[config.mk]
export PLATFORM = sky130hd
export DESIGN_NAME = operand_skew_streamer
export DESIGN_NICKNAME = d
export VERILOG_FILES = /design/src/rtl/matrix_stream_pkg.sv /design/src/rtl/skew_lane.sv /design/src/rtl/operand_skew_streamer.sv
export SDC_FILE = /design/constraint.sdc
export NUM_CORES = 1
export LEC_CHECK = 0
export ABC_CLOCK_PERIOD_IN_PS = 4200
export CORE_ASPECT_RATIO = 0.8
export CORE_MARGIN = 2
export CORE_UTILIZATION = 50
export CTS_CLUSTER_SIZE = 12
export DETAILED_ROUTE_END_ITERATION = 12
export GPL_ROUTABILITY_DRIVEN = 0
export GPL_TIMING_DRIVEN = 0
export PLACE_DENSITY = 0.81
export SYNTH_ARGS = -nofsm -noshare
export SYNTH_HDL_FRONTEND = slang
export SYNTH_SLANG_ARGS = --single-unit
[constraint.sdc]
create_clock -name clk_i -period 4.2 [get_ports clk_i]
set_input_delay 1.05 -clock clk_i [delete_from_list [all_inputs] [get_ports clk_i]]
set_output_delay 1.05 -clock clk_i [all_outputs]
set_load 0.005 [all_outputs]
[src/rtl/matrix_stream_pkg.sv]
// rtl/matrix_stream_pkg.sv - shared state type and size helpers for the operand streamers
package matrix_stream_pkg;

   typedef enum logic [1:0] {
      IDLE   = 2'd0,
      STREAM = 2'd1,
      DONE   = 2'd2
   } state_e;

   function automatic int max_dim(input int bus_width, input int data_width);
      return bus_width / data_width;
   endfunction

   // Counter must reach 2n-2 for n up to max_dim.
   function automatic int cnt_w(input int md);
      return (md < 1) ? 1 : $clog2(2 * md);
   endfunction

endpackage

[src/rtl/skew_lane.sv]
// rtl/skew_lane.sv - one lane: latched element bank and its skewed, windowed output register
module skew_lane
   import matrix_stream_pkg::*;
#(
   parameter  int BUS_WIDTH  = 32,
   parameter  int DATA_WIDTH = 8,
   parameter  int LANE       = 0,
   localparam int MAX_DIM    = max_dim(BUS_WIDTH, DATA_WIDTH),
   localparam int CNT_W      = cnt_w(MAX_DIM)
) (
   input  logic                  clk_i,
   input  logic                  rst_ni,
   input  logic                  load_i,
   input  logic [BUS_WIDTH-1:0]  word_i,
   input  logic                  stream_i,
   input  logic [CNT_W-1:0]      t_i,
   input  logic [CNT_W-1:0]      n_i,
   output logic [DATA_WIDTH-1:0] elem_o,
   output logic                  valid_o
);

   localparam logic [CNT_W:0] LANE_C = (CNT_W + 1)'(LANE);

   logic [DATA_WIDTH-1:0] bank_q [MAX_DIM];
   logic [DATA_WIDTH-1:0] bank_d [MAX_DIM];
   logic [DATA_WIDTH-1:0] elem_q, elem_d;
   logic                  valid_q, valid_d;
   logic [CNT_W:0]        t_ext, n_ext;

   always_comb begin
      bank_d = bank_q;
      if (load_i) begin
         for (int k = 0; k < MAX_DIM; k++) begin
            bank_d[k] = word_i[k*DATA_WIDTH +: DATA_WIDTH];
         end
      end
   end

   // Output is registered from next-cycle t/n, so element k shows while t == LANE + k.
   always_comb begin
      t_ext   = {1'b0, t_i};
      n_ext   = {1'b0, n_i};
      elem_d  = '0;
      valid_d = 1'b0;
      if (stream_i && (LANE_C < n_ext)) begin
         for (int k = 0; k < MAX_DIM; k++) begin
            if (((CNT_W + 1)'(k) < n_ext) && (t_ext == LANE_C + (CNT_W + 1)'(k))) begin
               elem_d  = bank_d[k];
               valid_d = 1'b1;
            end
         end
      end
   end

   always_ff @(posedge clk_i) begin
      if (!rst_ni) begin
         for (int k = 0; k < MAX_DIM; k++) begin
            bank_q[k] <= '0;
         end
         elem_q  <= '0;
         valid_q <= 1'b0;
      end else begin
         bank_q  <= bank_d;
         elem_q  <= elem_d;
         valid_q <= valid_d;
      end
   end

   assign elem_o  = elem_q;
   assign valid_o = valid_q;

endmodule

[src/rtl/operand_skew_streamer.sv]
// rtl/operand_skew_streamer.sv - runtime-dimensioned diagonal wavefront feeder for one operand side
module operand_skew_streamer
   import matrix_stream_pkg::*;
#(
   parameter  int BUS_WIDTH  = 32,
   parameter  int DATA_WIDTH = 8,
   localparam int MAX_DIM    = max_dim(BUS_WIDTH, DATA_WIDTH),
   localparam int CNT_W      = cnt_w(MAX_DIM)
) (
   input  logic                          clk_i,
   input  logic                          rst_ni,
   input  logic [MAX_DIM*BUS_WIDTH-1:0]  data_i,
   input  logic [CNT_W-1:0]              dim_i,
   input  logic                          start_i,
   input  logic                          abort_i,
   output logic                          ready_o,
   output logic                          busy_o,
   output logic [MAX_DIM*DATA_WIDTH-1:0] data_o,
   output logic [MAX_DIM-1:0]            valid_o,
   output logic                          done_o,
   output logic                          err_o
);

   localparam logic [CNT_W-1:0] MAX_DIM_C = CNT_W'(MAX_DIM);

   state_e           state_q, state_d;
   logic [CNT_W-1:0] t_q, t_d;
   logic [CNT_W-1:0] n_q, n_d;
   logic             ready_q, ready_d;
   logic             busy_q, busy_d;
   logic             done_q, done_d;
   logic             err_q, err_d;
   logic             load, stream_d, dim_ok, start_ok, start_bad;
   logic [CNT_W:0]   last_t;

   assign dim_ok    = (dim_i != '0) && (dim_i <= MAX_DIM_C);
   assign start_ok  = start_i && ready_q && dim_ok;
   assign start_bad = start_i && ready_q && !dim_ok;
   assign last_t    = {n_q, 1'b0} - (CNT_W + 1)'(2);

   always_ff @(posedge clk_i) begin
      if (!rst_ni) begin
         state_q <= IDLE;
         t_q     <= '0;
         n_q     <= '0;
         ready_q <= 1'b1;
         busy_q  <= 1'b0;
         done_q  <= 1'b0;
         err_q   <= 1'b0;
      end else begin
         state_q <= state_d;
         t_q     <= t_d;
         n_q     <= n_d;
         ready_q <= ready_d;
         busy_q  <= busy_d;
         done_q  <= done_d;
         err_q   <= err_d;
      end
   end

   // DONE accepts a start like IDLE so back-to-back streams have no gap.
   always_comb begin
      state_d = state_q;
      t_d     = t_q;
      n_d     = n_q;
      load    = 1'b0;
      unique case (state_q)
         IDLE, DONE: begin
            if (start_ok) begin
               state_d = STREAM;
               t_d     = '0;
               n_d     = dim_i;
               load    = 1'b1;
            end else begin
               state_d = IDLE;
            end
         end
         STREAM: begin
            if (abort_i) begin
               state_d = IDLE;
               t_d     = '0;
            end else if ({1'b0, t_q} == last_t) begin
               state_d = DONE;
               t_d     = '0;
            end else begin
               t_d = t_q + CNT_W'(1);
            end
         end
         default: begin
            state_d = IDLE;
            t_d     = '0;
         end
      endcase
   end

   always_comb begin
      stream_d = (state_d == STREAM);
      ready_d  = (state_d != STREAM);
      busy_d   = (state_d == STREAM);
      done_d   = (state_d == DONE);
      err_d    = start_bad;
   end

   for (genvar g = 0; g < MAX_DIM; g++) begin : g_lane
      skew_lane #(
         .BUS_WIDTH  (BUS_WIDTH),
         .DATA_WIDTH (DATA_WIDTH),
         .LANE       (g)
      ) u_lane (
         .clk_i    (clk_i),
         .rst_ni   (rst_ni),
         .load_i   (load),
         .word_i   (data_i[g*BUS_WIDTH +: BUS_WIDTH]),
         .stream_i (stream_d),
         .t_i      (t_d),
         .n_i      (n_d),
         .elem_o   (data_o[g*DATA_WIDTH +: DATA_WIDTH]),
         .valid_o  (valid_o[g])
      );
   end

   assign ready_o = ready_q;
   assign busy_o  = busy_q;
   assign done_o  = done_q;
   assign err_o   = err_q;

endmodule

==> results of run 1 <==
-- sequential cells by signal (all words and copies together) (netlist names) --
register and count:
g_lane.u_lane.valid_o 4, state_q 2, done_o 1, busy_o 1
t_q 3, err_o 1, n_q 3, g_lane.u_lane.bank_q 128
g_lane.u_lane.elem_o 32, ready_o 1
-- cells by family (layout without fill, tap and decap cells) --
group,count (synthesis),in the layout,share of synthesized area
xor gates and xnor gates,3,3,0.003608
and+or+nand+nor,311,311,0.1835
DFF,176,176,0.4838
buffers and inverters,57,262,0.03814
adders and majority gates,2,2,0.003435
muxes,81,81,0.1137
AOI/OAI and AO/OA,173,173,0.1739
-- cell type report --
class,instances,area share
repair buffers,173,0.1761
well taps,184,0.02341
multi-input cells,570,0.3541
clock buffers,25,0.05242
inverters,6,0.002290
flip-flops and latches,176,0.3583
plain buffers,51,0.02596
clock inverters,7,0.007380
-- worst min-delay path by stage --
stage | cells past startpoint | from | end | slack, ps
after floorplan | 2 | g_lane[0].u_lane.bank_q[24] | g_lane[0].u_lane.bank_q[24] | 430
after global placement | 2 | g_lane[0].u_lane.bank_q[31] | g_lane[0].u_lane.bank_q[31] | 440
after detailed placement | 2 | g_lane[0].u_lane.bank_q[31] | g_lane[0].u_lane.bank_q[31] | 440
after CTS | 2 | g_lane[0].u_lane.bank_q[31] | g_lane[0].u_lane.bank_q[31] | 450
after global routing | 2 | g_lane[0].u_lane.bank_q[27] | g_lane[0].u_lane.bank_q[27] | 470
final | 2 | g_lane[0].u_lane.bank_q[27] | g_lane[0].u_lane.bank_q[27] | 460
-- layout by cell type (no fill, tap or decap), types with 7 or more instances in the layout --
cell and count:
sky130_fd_sc_hd__dfxtp_1 176, sky130_fd_sc_hd__clkdlybuf4s50_1 173, sky130_fd_sc_hd__nand2_1 152, sky130_fd_sc_hd__nor2_1 109, sky130_fd_sc_hd__mux2i_1 79, sky130_fd_sc_hd__a21oi_1 63, sky130_fd_sc_hd__clkbuf_1 21, sky130_fd_sc_hd__clkbuf_16 17
sky130_fd_sc_hd__o22ai_1 16, sky130_fd_sc_hd__buf_2 15, sky130_fd_sc_hd__a31oi_1 11, sky130_fd_sc_hd__o32ai_1 9, sky130_fd_sc_hd__a211oi_2 9, sky130_fd_sc_hd__buf_1 8, sky130_fd_sc_hd__nor3_1 8, sky130_fd_sc_hd__o221ai_1 8
sky130_fd_sc_hd__nand3_1 7, sky130_fd_sc_hd__a211oi_1 7
-- metrics by stage --
stage,total power [mW],area [um2],hold slack (ps),cells
2_1_floorplan,2.106,7283,433.6,803
3_3_place_gp,2.328,9245,441.3,1160
3_5_place_dp,2.339,9245,444.7,1160
4_1_cts,3.871,9833,452.5,1192
5_1_grt,4.001,9833,473.7,1192
6_report,3.860,9833,457.8,1192
-- critical path, cell delays in order --
cell and delay [ps]:
sky130_fd_sc_hd__clkdlybuf4s50_1 570, sky130_fd_sc_hd__o21ai_1 470, sky130_fd_sc_hd__and3_1 220, sky130_fd_sc_hd__buf_2 210, sky130_fd_sc_hd__o21a_1 130, sky130_fd_sc_hd__buf_2 210
sky130_fd_sc_hd__inv_1 110, sky130_fd_sc_hd__nor2_1 450, sky130_fd_sc_hd__nand4_1 400, sky130_fd_sc_hd__o31ai_1 380
-- layer usage --
metal,vias to the layer above,wire length (um),track usage
met4,0,314,0.06801
li1,3219,-,-
met3,31,1789,0.06796
met5,-,0,0
met1,3082,9281,0.3687
met2,319,9365,0.4230
-- power groups by stage --
stage                     clock network (mW)  registers, mW  logic, mW
after global routing                    1.63           1.78      0.588
after detailed placement                   0           1.81      0.529
final                                   1.55           1.77      0.540
after global placement                     0           1.81      0.523
after floorplan                            0           1.80      0.304
after CTS                               1.56           1.77      0.535
==> summary.md, run 1 <==
The area of the die is 15,550 um2. Detailed placement ended at an HPWL of 15,040 um. The multi-input combinational cells in the finished layout cover a total of 3482 um2. The tools report the combinational power share as 0.140. The post-synthesis instance area is 7283 um2. Before CTS, the worst setup slack after placement is -41.07 ps. Setup repair after global routing left no endpoint under its margin.

The ratio of routed vias to standard cells came out at 5.580. The final period utilization works out to 0.9219. On the final layout, the worst clock skew is 7.366 ps.

IR analysis of the VDD net gives a maximum drop of 0.3111 mV. The path class of the tightest hold or removal check is reg -> reg. During synthesis, Yosys emitted a total of 0 warnings.

The leakage power came out at 4.163 nW. Cell with the most instances after synthesis: sky130_fd_sc_hd__dfxtp_1. In this run the register-to-register setup slack is 960 ps. The run gives 0 as the number of buffers added to fix hold violations after cts. The floorplan row count was 39. The die boundary height came out at 112.0 um. The wire length per cell was 17.41 um; the total negative setup slack was 0 ps. The global-route usage over all layers is 0.2675.

The post-synthesis average cell area works out to 9.070 um2. The clock period minus final worst setup slack was 3872 ps; the chip width was 138.9 um. The logs give 0 for the number of max-slew violations in the final report and 0 for the number of nets still failing antenna checks after routing. Counting along the longest clock path gives a buffer depth of 2. The netlist uses 67 different library cells.

After clock tree synthesis, the setup repair step added 0 buffers. Proportion of layout cells with a drive suffix above 1: 0.08433. In the synthesized netlist the dominant register cell turns out to be sky130_fd_sc_hd__dfxtp_1. The fraction of synthesized cell area taken by the top area cell type was 0.4838. The net count of the finished layout is 1,132. Destination of the worst register-to-register timing path: g_lane[1].u_lane.elem_o[2]. Total length of routed wires: 20,750 um. After clock tree synthesis, the clock-pin slew on the worst setup and hold paths is 60 ps.

At the later pin of the worst-skew pair, clock insertion delay measures 430 ps. Max-cap violations in this run came to 0. When the netlist entered floorplanning its net count stood at 940. The synthesis-stage register bit count is 176, and the required arrival time at the worst endpoint is 4530 ps. For the share of the yosys chip area belonging to registers, the log shows 0.4838. Entering global routing, the biggest net connects 17 pins. Buffers inserted during clock tree synthesis total 17. The placeable core area is 14,250 um2.

The run gives 5 as the iteration count of the initial detailed-routing pass. Critical path startpoint category: an input pin. Share of total power in the clock network: 0.401. Static timing analysis puts the maximum clock frequency at 0.2583 GHz. The overall overflow remaining after global route was 0; the maximum fanout along the worst path was 8. The run gives 0 as the number of diodes added for antenna fixing.

Post-CTS repair changed the size of 0 cells. Async set-reset flop share out of synthesis: 0. The first global-routing pass estimated 32,800 um of wire.

The category of the worst setup path capture point was a flop. The final route contains 6,651 vias. Port buffering added 173 buffers. For the initial antenna violation count, the log shows 0. TritonCTS built the clock tree. Setup violations remaining at the end of the flow were counted as 0. For the number of hold violations in the final report, the log shows 0. The most critical setup path has its startpoint at dim_i[0]. Relative to the synthesized area, the layout overhead comes to 35.01%.

The gate count after technology mapping is 803, and the transition time at the pin with the least slew margin is 841.1 ps. The count of flip-flops with a built-in enable after synthesis came out at 0. By area the synthesized netlist is led by sky130_fd_sc_hd__dfxtp_1 (48%), sky130_fd_sc_hd__mux2i_1 (11%), sky130_fd_sc_hd__nand2_1 (7.8%), sky130_fd_sc_hd__nor2_1 (5.6%), sky130_fd_sc_hd__a21oi_1 (4.3%).

For this design the ratio of total power to cell area is 392.6 nW/um2. The register area is 3523 um2. For the total number of clock tree sinks, the log shows 176.

The tools report the end-of-flow core utilization as 0.6901. The critical path ends at g_lane[0].u_lane.elem_o[1]. The fraction of power spent switching nets works out to 0.2468. The path type of the worst setup path was in -> reg.

Signal arrival time at the worst endpoint: 4200 ps. The flow ran to the end, and the final reports show no timing, DRC or antenna violations. The layout has 1,123 filler cells.

Clock tree root driver cell: sky130_fd_sc_hd__clkbuf_16. The number of cell instances on the worst register-to-register path is 10. By count the netlist is led by sky130_fd_sc_hd__dfxtp_1 (176), sky130_fd_sc_hd__nand2_1 (152), sky130_fd_sc_hd__nor2_1 (109).

The minimum setup slack in the final design came out at 327.9 ps. In this run, the number of DRC markers left after iteration 0 of detailed routing was 568. Startpoint of the worst-slack reg-to-reg timing path: n_q[0]. The logs give 0.4393 for the worst max-slew margin expressed relative to the limit and 0.459 for the sequential fraction of design power. The synthesized design spends more area on one cell type than any other, namely sky130_fd_sc_hd__dfxtp_1. The analysis attributes to net switching a power of 0.9525 mW. Number of global-route vias before repair: 6,436. Cell internal power was estimated by the tool at 2.908 mW. The DRC violation count after routing is 0, and the I/O pin count is 175.

The initial core utilization came out at 0.5112. The H-tree generated during clock tree synthesis spans 4 levels.
Note: power is estimated with default switching activity, not from simulation.
==> run 2: changes to the inputs <==
--- a/config.mk
+++ b/config.mk
@@ -9,11 +9,11 @@
 export CORE_ASPECT_RATIO = 0.8
 export CORE_MARGIN = 2
 export CORE_UTILIZATION = 50
-export CTS_CLUSTER_SIZE = 12
 export DETAILED_ROUTE_END_ITERATION = 12
 export GPL_ROUTABILITY_DRIVEN = 0
 export GPL_TIMING_DRIVEN = 0
 export PLACE_DENSITY = 0.81
+export SKIP_CTS_REPAIR_TIMING = 1
 export SYNTH_ARGS = -nofsm -noshare
 export SYNTH_HDL_FRONTEND = slang
 export SYNTH_SLANG_ARGS = --single-unit
==> results of run 2 <==
Final layout, timing and power as in run 1 (identical DEF).
